===== config.mk =====
export PLATFORM = sky130hd
export DESIGN_NAME = pc_sequencer
export DESIGN_NICKNAME = d
export VERILOG_FILES = /design/src/rtl/pc_sequencer.sv
export SDC_FILE = /design/constraint.sdc
export NUM_CORES = 1
export LEC_CHECK = 0
export BUFFER_PORTS_ARGS = -buffer_cell sky130_fd_sc_hd__buf_4
export CAP_MARGIN = 0
export CORE_MARGIN = 5
export CORE_UTILIZATION = 47
export CTS_CLUSTER_SIZE = 10
export DETAILED_ROUTE_END_ITERATION = 7
export GPL_ROUTABILITY_DRIVEN = 0
export PLACE_DENSITY = 0.81
export SLEW_MARGIN = 15
export SYNTH_ARGS = -nofsm -noshare
export SYNTH_HDL_FRONTEND = slang
export SYNTH_SLANG_ARGS = --single-unit

===== constraint.sdc =====
create_clock -name i_clk -period 1.5 [get_ports i_clk]
set_input_delay 0.075 -clock i_clk [delete_from_list [all_inputs] [get_ports i_clk]]
set_output_delay 0.075 -clock i_clk [all_outputs]
set_load 0.01 [all_outputs]

===== src/rtl/pc_sequencer.sv =====
// Fetch/execute controller owning the soft-CPU program counter.
// Fetches via a req/ack handshake, then increments, jumps or halts after execute.
module pc_sequencer #(
  parameter int PC_WIDTH    = 8,
  parameter int INSTR_WIDTH = 16,
  parameter int RESET_PC    = 0,
  parameter int ACK_TIMEOUT = 15
) (
  input  logic                   i_clk,
  input  logic                   i_reset,
  input  logic                   i_run,
  input  logic                   i_memAck,
  input  logic [INSTR_WIDTH-1:0] i_memData,
  input  logic                   i_stall,
  input  logic                   i_jump,
  input  logic [PC_WIDTH-1:0]    i_target,
  input  logic                   i_halt,
  output logic [PC_WIDTH-1:0]    o_pc,
  output logic                   o_memReq,
  output logic [PC_WIDTH-1:0]    o_memAddr,
  output logic [INSTR_WIDTH-1:0] o_instr,
  output logic                   o_instrValid,
  output logic                   o_halted,
  output logic                   o_fault
);

  // state   | meaning
  // S_IDLE  | waiting for i_run
  // S_FETCH | memory request outstanding, counting wait cycles
  // S_EXEC  | instruction held for execute; resolves stall/halt/jump/increment
  // S_HALT  | stopped (halt or ack timeout); only reset leaves
  typedef enum logic [1:0] {S_IDLE, S_FETCH, S_EXEC, S_HALT} state_t;

  localparam int CNT_W = (ACK_TIMEOUT > 1) ? $clog2(ACK_TIMEOUT) : 1;
  localparam logic [CNT_W-1:0] CNT_LAST = CNT_W'((ACK_TIMEOUT > 0) ? ACK_TIMEOUT - 1 : 0);

  state_t                 state_q, state_d;
  logic [PC_WIDTH-1:0]    pc_q, pc_d;
  logic [INSTR_WIDTH-1:0] instr_q, instr_d;
  logic                   valid_q, valid_d;
  logic                   fault_q, fault_d;
  logic [CNT_W-1:0]       cnt_q, cnt_d;

  always_comb begin
    state_d = state_q;
    pc_d    = pc_q;
    instr_d = instr_q;
    valid_d = 1'b0;
    fault_d = fault_q;
    cnt_d   = '0;
    case (state_q)
      S_IDLE: begin
        if (i_run) state_d = S_FETCH;
      end
      S_FETCH: begin
        if (i_memAck) begin
          instr_d = i_memData;
          valid_d = 1'b1;
          state_d = S_EXEC;
        end else begin
          cnt_d = cnt_q + CNT_W'(1);
          // Counter value N-1 marks the Nth unanswered request cycle.
          if ((ACK_TIMEOUT != 0) && (cnt_q == CNT_LAST)) begin
            state_d = S_HALT;
            fault_d = 1'b1;
          end
        end
      end
      S_EXEC: begin
        if (!i_stall) begin
          if (i_halt) begin
            state_d = S_HALT;
          end else begin
            pc_d    = i_jump ? i_target : pc_q + PC_WIDTH'(1);
            state_d = i_run ? S_FETCH : S_IDLE;
          end
        end
      end
      S_HALT: begin
        state_d = S_HALT;
      end
      default: begin
        state_d = S_IDLE;
      end
    endcase
  end

  always_ff @(posedge i_clk or posedge i_reset) begin
    if (i_reset) begin
      state_q <= S_IDLE;
      pc_q    <= PC_WIDTH'(RESET_PC);
      instr_q <= '0;
      valid_q <= 1'b0;
      fault_q <= 1'b0;
      cnt_q   <= '0;
    end else begin
      state_q <= state_d;
      pc_q    <= pc_d;
      instr_q <= instr_d;
      valid_q <= valid_d;
      fault_q <= fault_d;
      cnt_q   <= cnt_d;
    end
  end

  assign o_pc         = pc_q;
  assign o_memAddr    = pc_q;
  assign o_memReq     = (state_q == S_FETCH);
  assign o_halted     = (state_q == S_HALT);
  assign o_instr      = instr_q;
  assign o_instrValid = valid_q;
  assign o_fault      = fault_q;

endmodule


---- Yosys cells after proc, flatten, opt, wreduce, memory -nomap -nowiden ----
Index checks and enable logic that the tools add are counted.
storage, ports and cells
  register bits ........................... 32
  input bits .............................. 31
  output and inout bits ................... 36
  logic and storage cells ................. 35
cells by class
  add/subtract/negate cells ............... 2
  equal/unequal tests ..................... 7
  mux-type cells .......................... 12
  bitwise gates (word level) .............. 3
  reduce and logical (&&, ||, !) cells .... 5
operators by type and width
  operator                                                                 number
  2-bit two-way mux                                                        5
  3-bit AND reduction                                                      3
  8-bit by 1-bit adder with 8-bit output, second input constant            1
  4-bit two-way mux                                                        2
  8-bit two-way mux                                                        1
  2-bit case mux with 4 select lines                                       1
  4-bit by 1-bit adder with 4-bit output, second input constant            1
  2-bit == test, second input constant                                     2
  4-bit == test, second input constant                                     1
  2-bit inequality test, second input constant                             2
  1-bit two-way mux                                                        3
  3-bit by 2-bit inequality test with 1-bit output, second input constant  1
  1-bit inverter                                                           3
  2-bit by 1-bit == test with 1-bit output, second input constant          1
  2-bit zero test                                                          1
  2-bit AND reduction                                                      1

---- Longest topological paths before layout ----
Gate-level depths: netlist (run 1).
  depth after elaboration ................. 4
  mapped depth ............................ 5
  depth with buffers taken out ............ 4

---- Worst setup path before layout (run 1) ----
OpenSTA, ideal clock, no wires.
  path kind ............................... register to register
  from .................................... register state_q[0]
  to ...................................... register instr_q[10], in the netlist o_instr[10]
  library setup time ...................... 0.125 ns
  arrival time ............................ 1.271 ns
  required time ........................... 1.375 ns
  path slack .............................. 0.105 ns
  cell stages (with the launch flop) ...... 5
  path buffers ............................ 1
  period minus slack after synthesis ...... 1.395 ns
  cell sequence ........................... dfrtp_1 -> and2b_2 -> nand2_4 -> buf_6 -> mux2_2
on the way
  word-level cells in the longest chain between the ends .. 2
ends and longest elaborated chain
  item                                      line  text
  start, declared                           37    state_t state_q, state_d;
  start signal, assigned                    97    state_q <= state_d;
  2-bit by 1-bit == test with 1-bit output  n/a
  via o_memReq                              19    output logic o_memReq,
  2-bit AND reduction (no source line)      n/a
  end signal, assigned                      99    instr_q <= instr_d;
  end, declared                             39    logic [INSTR_WIDTH-1:0] instr_q, instr_d;
The timed path passes the listed nets, and every way through them passes these cells.
A chain may end at the register's enable or synchronous reset.

---- Worst setup path in the final report (run 1) ----
  from .................................... register state_q[1]
  to ...................................... register instr_q[14], in the netlist o_instr[14]
on the way
  word-level cells in the longest chain between the ends .. 2
ends and longest elaborated chain
  item                                      line  text
  2-bit by 1-bit == test with 1-bit output  51    case (state_q)
  2-bit AND reduction (no source line)      n/a
Every way passes these cells.

==> results of run 1 <==
[cell families (layout without fill, tap and decap cells)]
kind of cell    count (synthesis)  count (layout)  synth area share (%)
simple gates                   36              36                 13.27
flops                          32              32                 51.78
compound gates                 23              23                 10.36
mux                            19              19                 13.67
buf+inv                        19             102                 7.362
fa+ha+maj                       3               3                 2.427
xor+xnor                        2               2                 1.133
[critical path: cells and delay by family, from the launching register on]
| family | cells | cell delay [ns] |
|---|---|---|
| muxes | 1 | 0.38 |
| and+or+nand+nor | 2 | 0.49 |
| DFF | 1 | 0.45 |
[registers in the layout, indices dropped and copies added (netlist names)]
name,count
o_instr,16
state_q,2
o_instrValid,1
o_fault,1
o_memAddr,8
cnt_q,4
[cells in the mapped netlist (all sizes together), types with 2 or more instances]
cell type  instances  area, um2
a21oi              5      25.02
a22o               4      35.03
and3               3      18.77
and4               2      17.52
buf               12      87.57
dfrtp             32      800.8
ha                 3      37.54
inv                7      26.28
mux2              17      191.4
mux2i              2      20.02
nand2              6      30.03
nand2b             2      12.51
nand3              4      20.02
nor2              14      52.55
o21ai              6      30.03
[metrics by stage]
step,instance area [um2],hold WS [ns],total power [W],setup slack [ns]
floorplan,1546,0.1912,0.002157,0.1047
global placement,2052,0.1797,0.002837,0.07684
detailed placement,2052,0.1871,0.002906,0.02785
CTS,2317,0.02378,0.003686,0.01403
global route,2318,0.07945,0.003932,0.006958
finish,2318,0.04176,0.003675,0.07915
[worst max path at each step]
stage                 startpoint      endpoint  slack (ns)
floorplan             state_q[0]   o_instr[10]        0.10
global placement      state_q[0]  o_memAddr[5]        0.08
detailed placement    state_q[0]  o_memAddr[7]        0.03
CTS                   state_q[0]  o_memAddr[5]        0.01
global route        o_memAddr[1]  o_memAddr[6]       0.007
finish                state_q[1]   o_instr[14]        0.08
[area by class of cell]
cell class	instances	share of cell area [%]
Inverter	7	1.133
Clock inverter	1	1.295
Clock buffer	7	2.806
Tap cell	44	2.375
Timing Repair Buffer	87	30.55
Sequential cell	32	34.59
Multi-Input combinational cell	83	27.25
[per-layer routing]
layer / GRT usage (%) / vias to the layer above
met3: 4.992 / 8
met4: 6.835 / 0
met1: 24.57 / 616
li1: - / 626
met2: 37.06 / 54
met5: 0 / -
[cells in the final DEF (no fill, tap or decap), drive strengths merged]
| cell type | instances |
|---|---|
| buf | 70 |
| dfrtp | 32 |
| mux2 | 17 |
| dlygate4sd3 | 17 |
| nor2 | 14 |
| inv | 7 |
| clkbuf | 7 |
| o21ai | 6 |
| nand2 | 6 |
| a21oi | 5 |
| nand3 | 4 |
| a22o | 4 |
| and3 | 3 |
| ha | 3 |
| nand2b | 2 |
| and4 | 2 |
| mux2i | 2 |
| and2b | 1 |
| o21bai | 1 |
| nor4b | 1 |
| a311o | 1 |
| xnor2 | 1 |
| and2 | 1 |
| xor2 | 1 |
| nand4b | 1 |
| a211o | 1 |
| nand4 | 1 |
| o22ai | 1 |
| a311oi | 1 |
| a211oi | 1 |
| o22a | 1 |
| a22oi | 1 |
| bufinv | 1 |
[timing repair]
action | 4_1_cts | 5_1_grt
gates resized for setup | 0 | 1
setup buffers | 0 | 0
hold buffers | 17 | 0
endpoints found under the setup margin | 0 | 5
hold endpoints to repair | 48 | 0
[report_power, final]
part / switching [W] / leakage [nW] / internal, W / total, W
clock: 0.000299 / 0.0515 / 0.000442 / 0.000741
combinational: 0.000632 / 0.711 / 0.000879 / 0.00151
sequential: 0.000258 / 0.391 / 0.00116 / 0.00142
total: 0.00119 / 1.15 / 0.00249 / 0.00367
==> results.py, run 1 <==
metrics = {
    "floorplan": {
        "fp-row-count": 20,
        "initial_core_util_pct": 49.84,
        "dieArea_um2": 4537,
        "die_w_um": 67.36,
        "dieHeight_um": 67.36,
        "num_io_pins": 67,
        "core_area_um2": 3103,
    },
    "sta": {
        "worst_pin_slew_ns": 0.3983,
        "finalSetupTns_ns": 0,
        "rsz0062_at_grt": "no",
        "drv_slew": 0,
        "slew_headroom_pct": 73.45,
        "fin_skew_ns": 0.007893,
        "max_freq_mhz": 703.8,
        "finalSetupViolCount": 0,
        "hold_viol_final": 0,
        "fin_crit_sh_pct": 94.72,
        "final.min_clock_period_ns": 1.421,
    },
    "synth": {
        "synth_area_um2": 1546,
        "synth_fp_nets": 168,
        "synth_edf_count": 0,
        "yosys_warnings": 0,
        "synth-seq-cells": 32,
        "ys_async_sr_fraction_pct": 100.0,
        "ys.flop_type": "dfrtp_1",
        "syn_inst": 134,
        "yosysUniqueCellTypes": 34,
        "seq_area_frac_synth_pct": 51.78,
        "avgSynthCellArea_um2": 11.54,
    },
    "layout": {
        "regArea_um2": 802.0,
        "fillers": 208,
        "drive_gt1_share_pct": 46.08,
        "multi_input_area_um2": 631.9,
        "layout.nets": 250,
        "syn_to_final_growth_pct": 49.92,
        "antenna_cells": 0,
        "fin_util_pct": 74.72,
        "instances_no_fill": 261,
    },
    "worst_setup_path": {
        "required_ns": 1.72,
        "arrival_ns": 1.64,
        "r2r_cells": 3,
        "r2r_slack_ns": 0.08,
        "end_kind": "register",
        "max_stage_delay_ns": 0.45,
        "reg2reg_from": "state_q[1]",
        "path_cells": "and2b_2, nand2_4, mux2_2",
        "critPathLaunchType": "register",
        "cp_max_fo": 17,
        "critPathSlowestCell": "dfrtp_1",
        "reg2reg_to": "o_instr[14]",
        "criticalPathCategory": "reg -> reg",
    },
    "hold_path": {
        "hp-start": "i_target[0]",
        "hold_end": "o_memAddr[0]",
        "hold_path.class": "in -> reg",
        "whs_path_depth": 3,
    },
    "grt": {
        "grt_start_max_net_pins": 33,
        "grt_pass1_vias": 1428,
        "grt_pass1_wl_um": 6913,
        "grt_antenna_before_repair": 0,
        "grt_usage_pct": 20.84,
        "grt_overflow": 0,
    },
    "outcome": {
        "outcome": "completed",
    },
    "pwr": {
        "leakage_nw": 1.154,
        "power_density_nw_per_um2": 1585,
        "vdd_drop_max_mv": 1.023,
    },
    "flow_run": {
        "max_cap_violations": 0,
    },
    "clocking": {
        "clockBufferDepth": 2,
        "cts_tree": "done",
        "root_buffer": "clkbuf_4",
        "cts_buffers": 5,
        "cts_htree_levels": 2,
        "clock-sinks": 32,
        "worstSkewPairLatency_ns": 0.33,
        "path_clk_slew_ns": 0.10,
    },
    "placed_design": {
        "dp_cells": 236,
        "hpwl_um": 2799,
        "numPortBuffers": 66,
    },
    "route": {
        "vias": 1304,
        "ant_nets": 0,
        "first_iter_violations": 54,
        "dr.pass1.iters": 4,
        "wl_per_cell_um": 16.00,
        "routed-wl-met2_um": 2188,
        "wl_met3_um": 303,
        "via_per_inst": 4.996,
        "remaining_drc_errors": 0,
        "wirelength_um": 4175,
        "wl_met1_um": 1614,
        "routed.top_layer": "met4",
    },
}
No activity file was read; power rests on OpenSTA's default activity.
==> inputs of run 2 (changes only) <==
--- a/config.mk
+++ b/config.mk
@@ -8,11 +8,12 @@
 export BUFFER_PORTS_ARGS = -buffer_cell sky130_fd_sc_hd__buf_4
 export CAP_MARGIN = 0
 export CORE_MARGIN = 5
-export CORE_UTILIZATION = 47
+export CORE_UTILIZATION = 49
+export CTS_BUF_LIST = sky130_fd_sc_hd__clkbuf_4
 export CTS_CLUSTER_SIZE = 10
 export DETAILED_ROUTE_END_ITERATION = 7
 export GPL_ROUTABILITY_DRIVEN = 0
-export PLACE_DENSITY = 0.81
+export PLACE_DENSITY = 0.84
 export SLEW_MARGIN = 15
 export SYNTH_ARGS = -nofsm -noshare
 export SYNTH_HDL_FRONTEND = slang
==> run 2 against run 1 <==
Routed wire length down 0.43%. Register-to-register slack about the same. Die area down 3.5%. Combinational power about the same. Total power down 1.1%. First-iteration DRC count down 30%. Clock power down 8.6%. Critical path type unchanged.
==> results.py, run 2 (synthesis results as in run 1) <==
metrics = {
    "sta": {
        "finalSetupViolCount": 0,
        "finalSetupTns_ns": 0,
        "rsz0062_at_grt": "no",
        "fin_crit_sh_pct": 94.66,
        "drv_slew": 0,
        "worst_pin_slew_ns": 0.3931,
        "final.min_clock_period_ns": 1.420,
        "slew_headroom_pct": 73.79,
        "fin_skew_ns": 0.01844,
        "setup_slack_ns": 0.08016,
        "max_freq_mhz": 704.3,
        "hold_viol_final": 0,
    },
    "route": {
        "wl_met1_um": 1766,
        "wl_met3_um": 384,
        "wirelength_um": 4157,
        "first_iter_violations": 38,
        "remaining_drc_errors": 0,
        "routed.top_layer": "met4",
        "vias": 1307,
        "via_per_inst": 5.008,
        "routed-wl-met2_um": 1940,
        "dr.pass1.iters": 4,
        "wl_per_cell_um": 15.93,
        "ant_nets": 0,
    },
    "floorplan": {
        "num_io_pins": 67,
        "fp-row-count": 20,
        "initial_core_util_pct": 50.66,
        "core_area_um2": 3053,
        "die_w_um": 66.18,
        "dieHeight_um": 66.18,
        "dieArea_um2": 4380,
    },
    "flow_run": {
        "max_cap_violations": 0,
    },
    "placed_design": {
        "post-place-ws_ns": 0.08873,
        "numPortBuffers": 66,
        "postPlaceCellArea_um2": 2052,
        "hpwl_um": 2742,
    },
    "pwr": {
        "vdd_drop_max_mv": 1.058,
        "power_density_nw_per_um2": 1577,
        "leakage_nw": 1.147,
    },
    "grt": {
        "grt_pass1_wl_um": 6699,
        "grt_pass1_vias": 1376,
        "grt_usage_pct": 20.82,
        "grt_start_max_net_pins": 33,
        "grt_overflow": 0,
        "grt_antenna_before_repair": 0,
    },
    "worst_setup_path": {
        "crit_end": "o_memAddr[5]",
        "reg2reg_from": "state_q[0]",
        "critPathLaunchType": "register",
        "r2r_slack_ns": 0.08,
        "r2r_cells": 4,
        "arrival_ns": 1.70,
        "required_ns": 1.78,
        "end_kind": "register",
        "startpoint": "state_q[0]",
        "criticalPathCategory": "reg -> reg",
        "cp_max_fo": 16,
        "reg2reg_to": "o_memAddr[5]",
    },
    "clocking": {
        "cts_buffers": 5,
        "cts_htree_levels": 2,
        "clock-sinks": 32,
        "postCtsSetupRepairBufs": 0,
        "cts_tree": "done",
        "clockBufferDepth": 2,
        "root_buffer": "clkbuf_4",
        "worstSkewPairLatency_ns": 0.35,
        "path_clk_slew_ns": 0.10,
    },
    "layout": {
        "fillers": 210,
        "drive_gt1_share_pct": 46.08,
        "final_common_cell": "buf_4",
        "layout.nets": 250,
        "largest_reg_flops": 16,
        "layout_common_cells": "69 x buf_4, 31 x dfrtp_1, 17 x mux2_2, 17 x dlygate4sd3_1, 14 x nor2_1",
        "syn_to_final_growth_pct": 48.95,
        "antenna_cells": 0,
        "final_cell_area_um2": 2303,
    },
    "outcome": {
        "outcome": "completed",
    },
    "hold_path": {
        "hp-start": "i_target[0]",
        "hold_path.class": "in -> reg",
    },
}
run 2: changes by cell type in the layout (fill, tap and decap cells not counted):
cell / delta
clkbuf_4: +1
clkinv_2: +1
clkbuf_8: -2
run 2: area by class of cell:
type / instances / area (um2) / share of cell area [%]
sequential: 32 / 802.0 / 34.82
timing repair buffer: 87 / 708.2 / 30.74
multi-input combinational: 83 / 631.9 / 27.43
tap: 44 / 55.05 / 2.390
clock buffer: 6 / 45.04 / 1.955
clock inverter: 2 / 35.03 / 1.521
inverter: 7 / 26.28 / 1.141
run 2: repair_timing:
action	in CTS	in global routing
hold buffers	17	0
endpoints found under the hold margin	48	0
resized for setup	0	1
endpoints found under the setup margin	0	2
run 2: worst max-delay path, stage by stage (launching register included):
cell	delay, ns
dfrtp_1	0.43
nor4b_4	0.34
buf_12	0.18
mux2_2	0.34
nand3_1	0.08
run 2: worst min path at each step:
| stage | slack, ns | cells after the start | endpoint |
|---|---|---|---|
| floorplan | 0.19 | 1 | cnt_q[0] |
| global placement | 0.18 | 3 | o_instr[6] |
| detailed placement | 0.19 | 3 | o_instr[10] |
| CTS | 0.03 | 3 | o_memAddr[0] |
| global route | 0.06 | 3 | o_memAddr[0] |
| finish | 0.03 | 3 | o_memAddr[0] |
run 2: per-stage QoR:
step | hold slack, ns | utilization [%] | cells | total power [W]
floorplan | 0.1912 | - | 134 | 0.002157
global placement | 0.1788 | 67.21 | 236 | 0.002824
detailed placement | 0.1931 | 67.21 | 236 | 0.002893
CTS | 0.03312 | 75.41 | 261 | 0.003598
global route | 0.06428 | 75.45 | 261 | 0.003860
finish | 0.03494 | 75.45 | 261 | 0.003633
run 2: per-layer routing:
layer	vias to the layer above	GRT usage, %
li1	627	-
met1	608	26.23
met2	65	34.20
met3	7	5.442
met4	0	7.614
met5	-	0
run 2: where the power goes:
group | switching [W] | internal [W]
registers | 0.000276 | 0.00116
logic | 0.000642 | 0.000874
clock network | 0.000309 | 0.000367
total | 0.00123 | 0.00241
==> inputs of run 3 (changes only) <==
--- a/config.mk
+++ b/config.mk
@@ -13,7 +13,7 @@
 export CTS_CLUSTER_SIZE = 10
 export DETAILED_ROUTE_END_ITERATION = 7
 export GPL_ROUTABILITY_DRIVEN = 0
-export PLACE_DENSITY = 0.84
+export PLACE_DENSITY = 0.82
 export SLEW_MARGIN = 15
 export SYNTH_ARGS = -nofsm -noshare
 export SYNTH_HDL_FRONTEND = slang
==> run 3 against run 2 <==
Via count grew 3.0%. Global-route usage rose by 1.3 points. Routed wire length is 7.5% higher. Core utilization grew 0.53 points. Critical path depth is the same. Combinational power fell by 3%. First-iteration DRC count up 61%. Worst hold slack gained 0.036 ns. Sequential share of layout area down 0.19 points. Cell area up 0.71%. Setup slack got worse by 0.075 ns. Critical path type unchanged. Largest cell class unchanged.
==> results.py, run 3 (synthesis results as in run 1) <==
metrics = {
    "sta": {
        "rsz0062_at_grt": "yes",
        "hold_viol_final": 0,
        "final.min_clock_period_ns": 1.495,
        "drv_slew": 0,
        "slew_headroom_pct": 73.74,
        "setup_slack_ns": 0.005207,
        "fin_crit_sh_pct": 99.65,
        "fin_skew_ns": 0.01212,
        "finalSetupViolCount": 0,
        "finalSetupTns_ns": 0,
        "holdWs_ns": 0.07128,
        "max_freq_mhz": 669.0,
        "worst_pin_slew_ns": 0.3939,
    },
    "placed_design": {
        "dp_cells": 234,
        "hpwl_um": 2823,
        "numPortBuffers": 66,
        "post-place-ws_ns": 0.001829,
    },
    "grt": {
        "grt_pass1_wl_um": 7148,
        "grt_pass1_vias": 1473,
        "grt_start_max_net_pins": 33,
        "grt_antenna_before_repair": 0,
        "grt_usage_pct": 22.11,
        "grt_overflow": 0,
    },
    "layout": {
        "largest_reg_flops": 16,
        "drive_gt1_share_pct": 47.95,
        "fillers": 206,
        "layout_common_cells": "70 x buf_4, 30 x dfrtp_1, 17 x mux2_2, 17 x dlygate4sd3_1, 14 x nor2_1",
        "fin_util_pct": 75.98,
        "final_common_cell": "buf_4",
        "layout.nets": 252,
        "syn_to_final_growth_pct": 50.00,
        "instances_no_fill": 263,
        "antenna_cells": 0,
    },
    "hold_path": {
        "hold_path.class": "in -> reg",
    },
    "clocking": {
        "cts_buffers": 5,
        "cts_htree_levels": 2,
        "root_buffer": "clkbuf_4",
        "path_clk_slew_ns": 0.10,
        "clockBufferDepth": 2,
        "cts_tree": "done",
        "clock-sinks": 32,
        "worstSkewPairLatency_ns": 0.33,
    },
    "worst_setup_path": {
        "crit_family": "flip-flops",
        "criticalPathCategory": "reg -> reg",
        "critPathLaunchType": "register",
        "cp_max_fo": 7,
        "max_stage_delay_ns": 0.48,
        "arrival_ns": 1.77,
        "end_kind": "register",
        "path_buf_inv": 1,
        "critPathSlowestCell": "dfrtp_2",
        "required_ns": 1.78,
        "path_cells": "nor4b_4, buf_6, mux2_2, nand3_2",
    },
    "outcome": {
        "outcome": "completed",
    },
    "floorplan": {
        "dieArea_um2": 4380,
        "num_io_pins": 67,
        "dieHeight_um": 66.18,
        "initial_core_util_pct": 50.66,
        "fp-row-count": 20,
        "core_area_um2": 3053,
        "die_w_um": 66.18,
    },
    "route": {
        "via_per_inst": 5.118,
        "first_iter_violations": 61,
        "remaining_drc_errors": 0,
        "dr.pass1.iters": 4,
        "wirelength_um": 4470,
        "ant_nets": 0,
        "wl_per_cell_um": 17.00,
        "vias": 1346,
    },
    "pwr": {
        "p_seq_share_pct": 40.8,
        "p_switching_w": 0.001217,
        "power_frac_comb_pct": 41.0,
        "power_density_nw_per_um2": 1554,
        "p_clk_share_pct": 18.2,
        "vdd_drop_max_mv": 0.8792,
        "p_int_w": 0.002387,
        "power_switching_share_pct": 33.77,
        "leakage_nw": 1.159,
    },
    "flow_run": {
        "max_cap_violations": 0,
    },
}
[run 3: cell types whose count changed in the layout (fill, tap and decap cells not counted), sizes merged]
| cell | change |
|---|---|
| buf | +2 |
[run 3: per-stage QoR]
| stage | total power [W] | cell area [um2] |
|---|---|---|
| 2_1_floorplan | 0.002157 | 1546 |
| 3_3_place_gp | 0.002776 | 2024 |
| 3_5_place_dp | 0.002860 | 2024 |
| 4_1_cts | 0.003553 | 2278 |
| 5_1_grt | 0.003828 | 2320 |
| 6_report | 0.003605 | 2320 |
[run 3: power groups by stage]
stage                     Combinational (W)  Clock [W]  Sequential, W
final                               0.00148   0.000657        0.00147
after global routing                0.00160   0.000707        0.00152
after CTS                           0.00144   0.000670        0.00144
after detailed placement            0.00140          0        0.00146
after global placement              0.00136          0        0.00141
after floorplan                    0.000623          0        0.00153
[run 3: layout make-up]
| class | instances | area, um2 | share of cell area, % |
|---|---|---|---|
| inverter | 7 | 26.28 | 1.133 |
| tap | 44 | 55.05 | 2.373 |
| timing repair buffer | 89 | 711.9 | 30.69 |
| multi-input combinational | 83 | 643.1 | 27.72 |
| sequential | 32 | 803.3 | 34.63 |
| clock inverter | 2 | 35.03 | 1.510 |
| clock buffer | 6 | 45.04 | 1.942 |
[run 3: path summary, 6_finish.rpt]
| path | start | cells after the start | slack (ns) | endpoint |
|---|---|---|---|---|
| worst min-delay path | i_target[0] | 3 | 0.07 | o_memAddr[0] |
| max in group asynchronous | i_reset | 4 | 0.81 | state_q[1] |
| min in group asynchronous | i_reset | 4 | 0.39 | o_memAddr[4] |
| worst max-delay path | state_q[0] | 4 | 0.005 | o_memAddr[5] |
| worst max register to register | state_q[0] | 4 | 0.005 | o_memAddr[5] |
| worst min register to register | o_fault | 1 | 0.50 | o_fault |
[run 3: metal layers]
metal	vias up	routed length (um)	global-route usage, %
li1	629	-	-
met1	636	1743	26.09
met2	74	2206	37.17
met3	7	447	7.313
met4	0	72	8.122
met5	-	0	0
[run 3: worst reg2reg max path, stage by stage (launching register included)]
cell and delay (ns):
dfrtp_2 0.48, nor4b_4 0.37, buf_6 0.18, mux2_2 0.34, nand3_2 0.07
[run 3: what timing repair did]
| action | in CTS | in global routing |
|---|---|---|
| cloned | 0 | 1 |
| hold endpoints to repair | 48 | 0 |
| gates resized for setup | 1 | 5 |
| pin swaps | 0 | 1 |
| setup buffers | 0 | 3 |
| hold buffers | 17 | 0 |
| endpoints found under the setup margin | 4 | 22 |
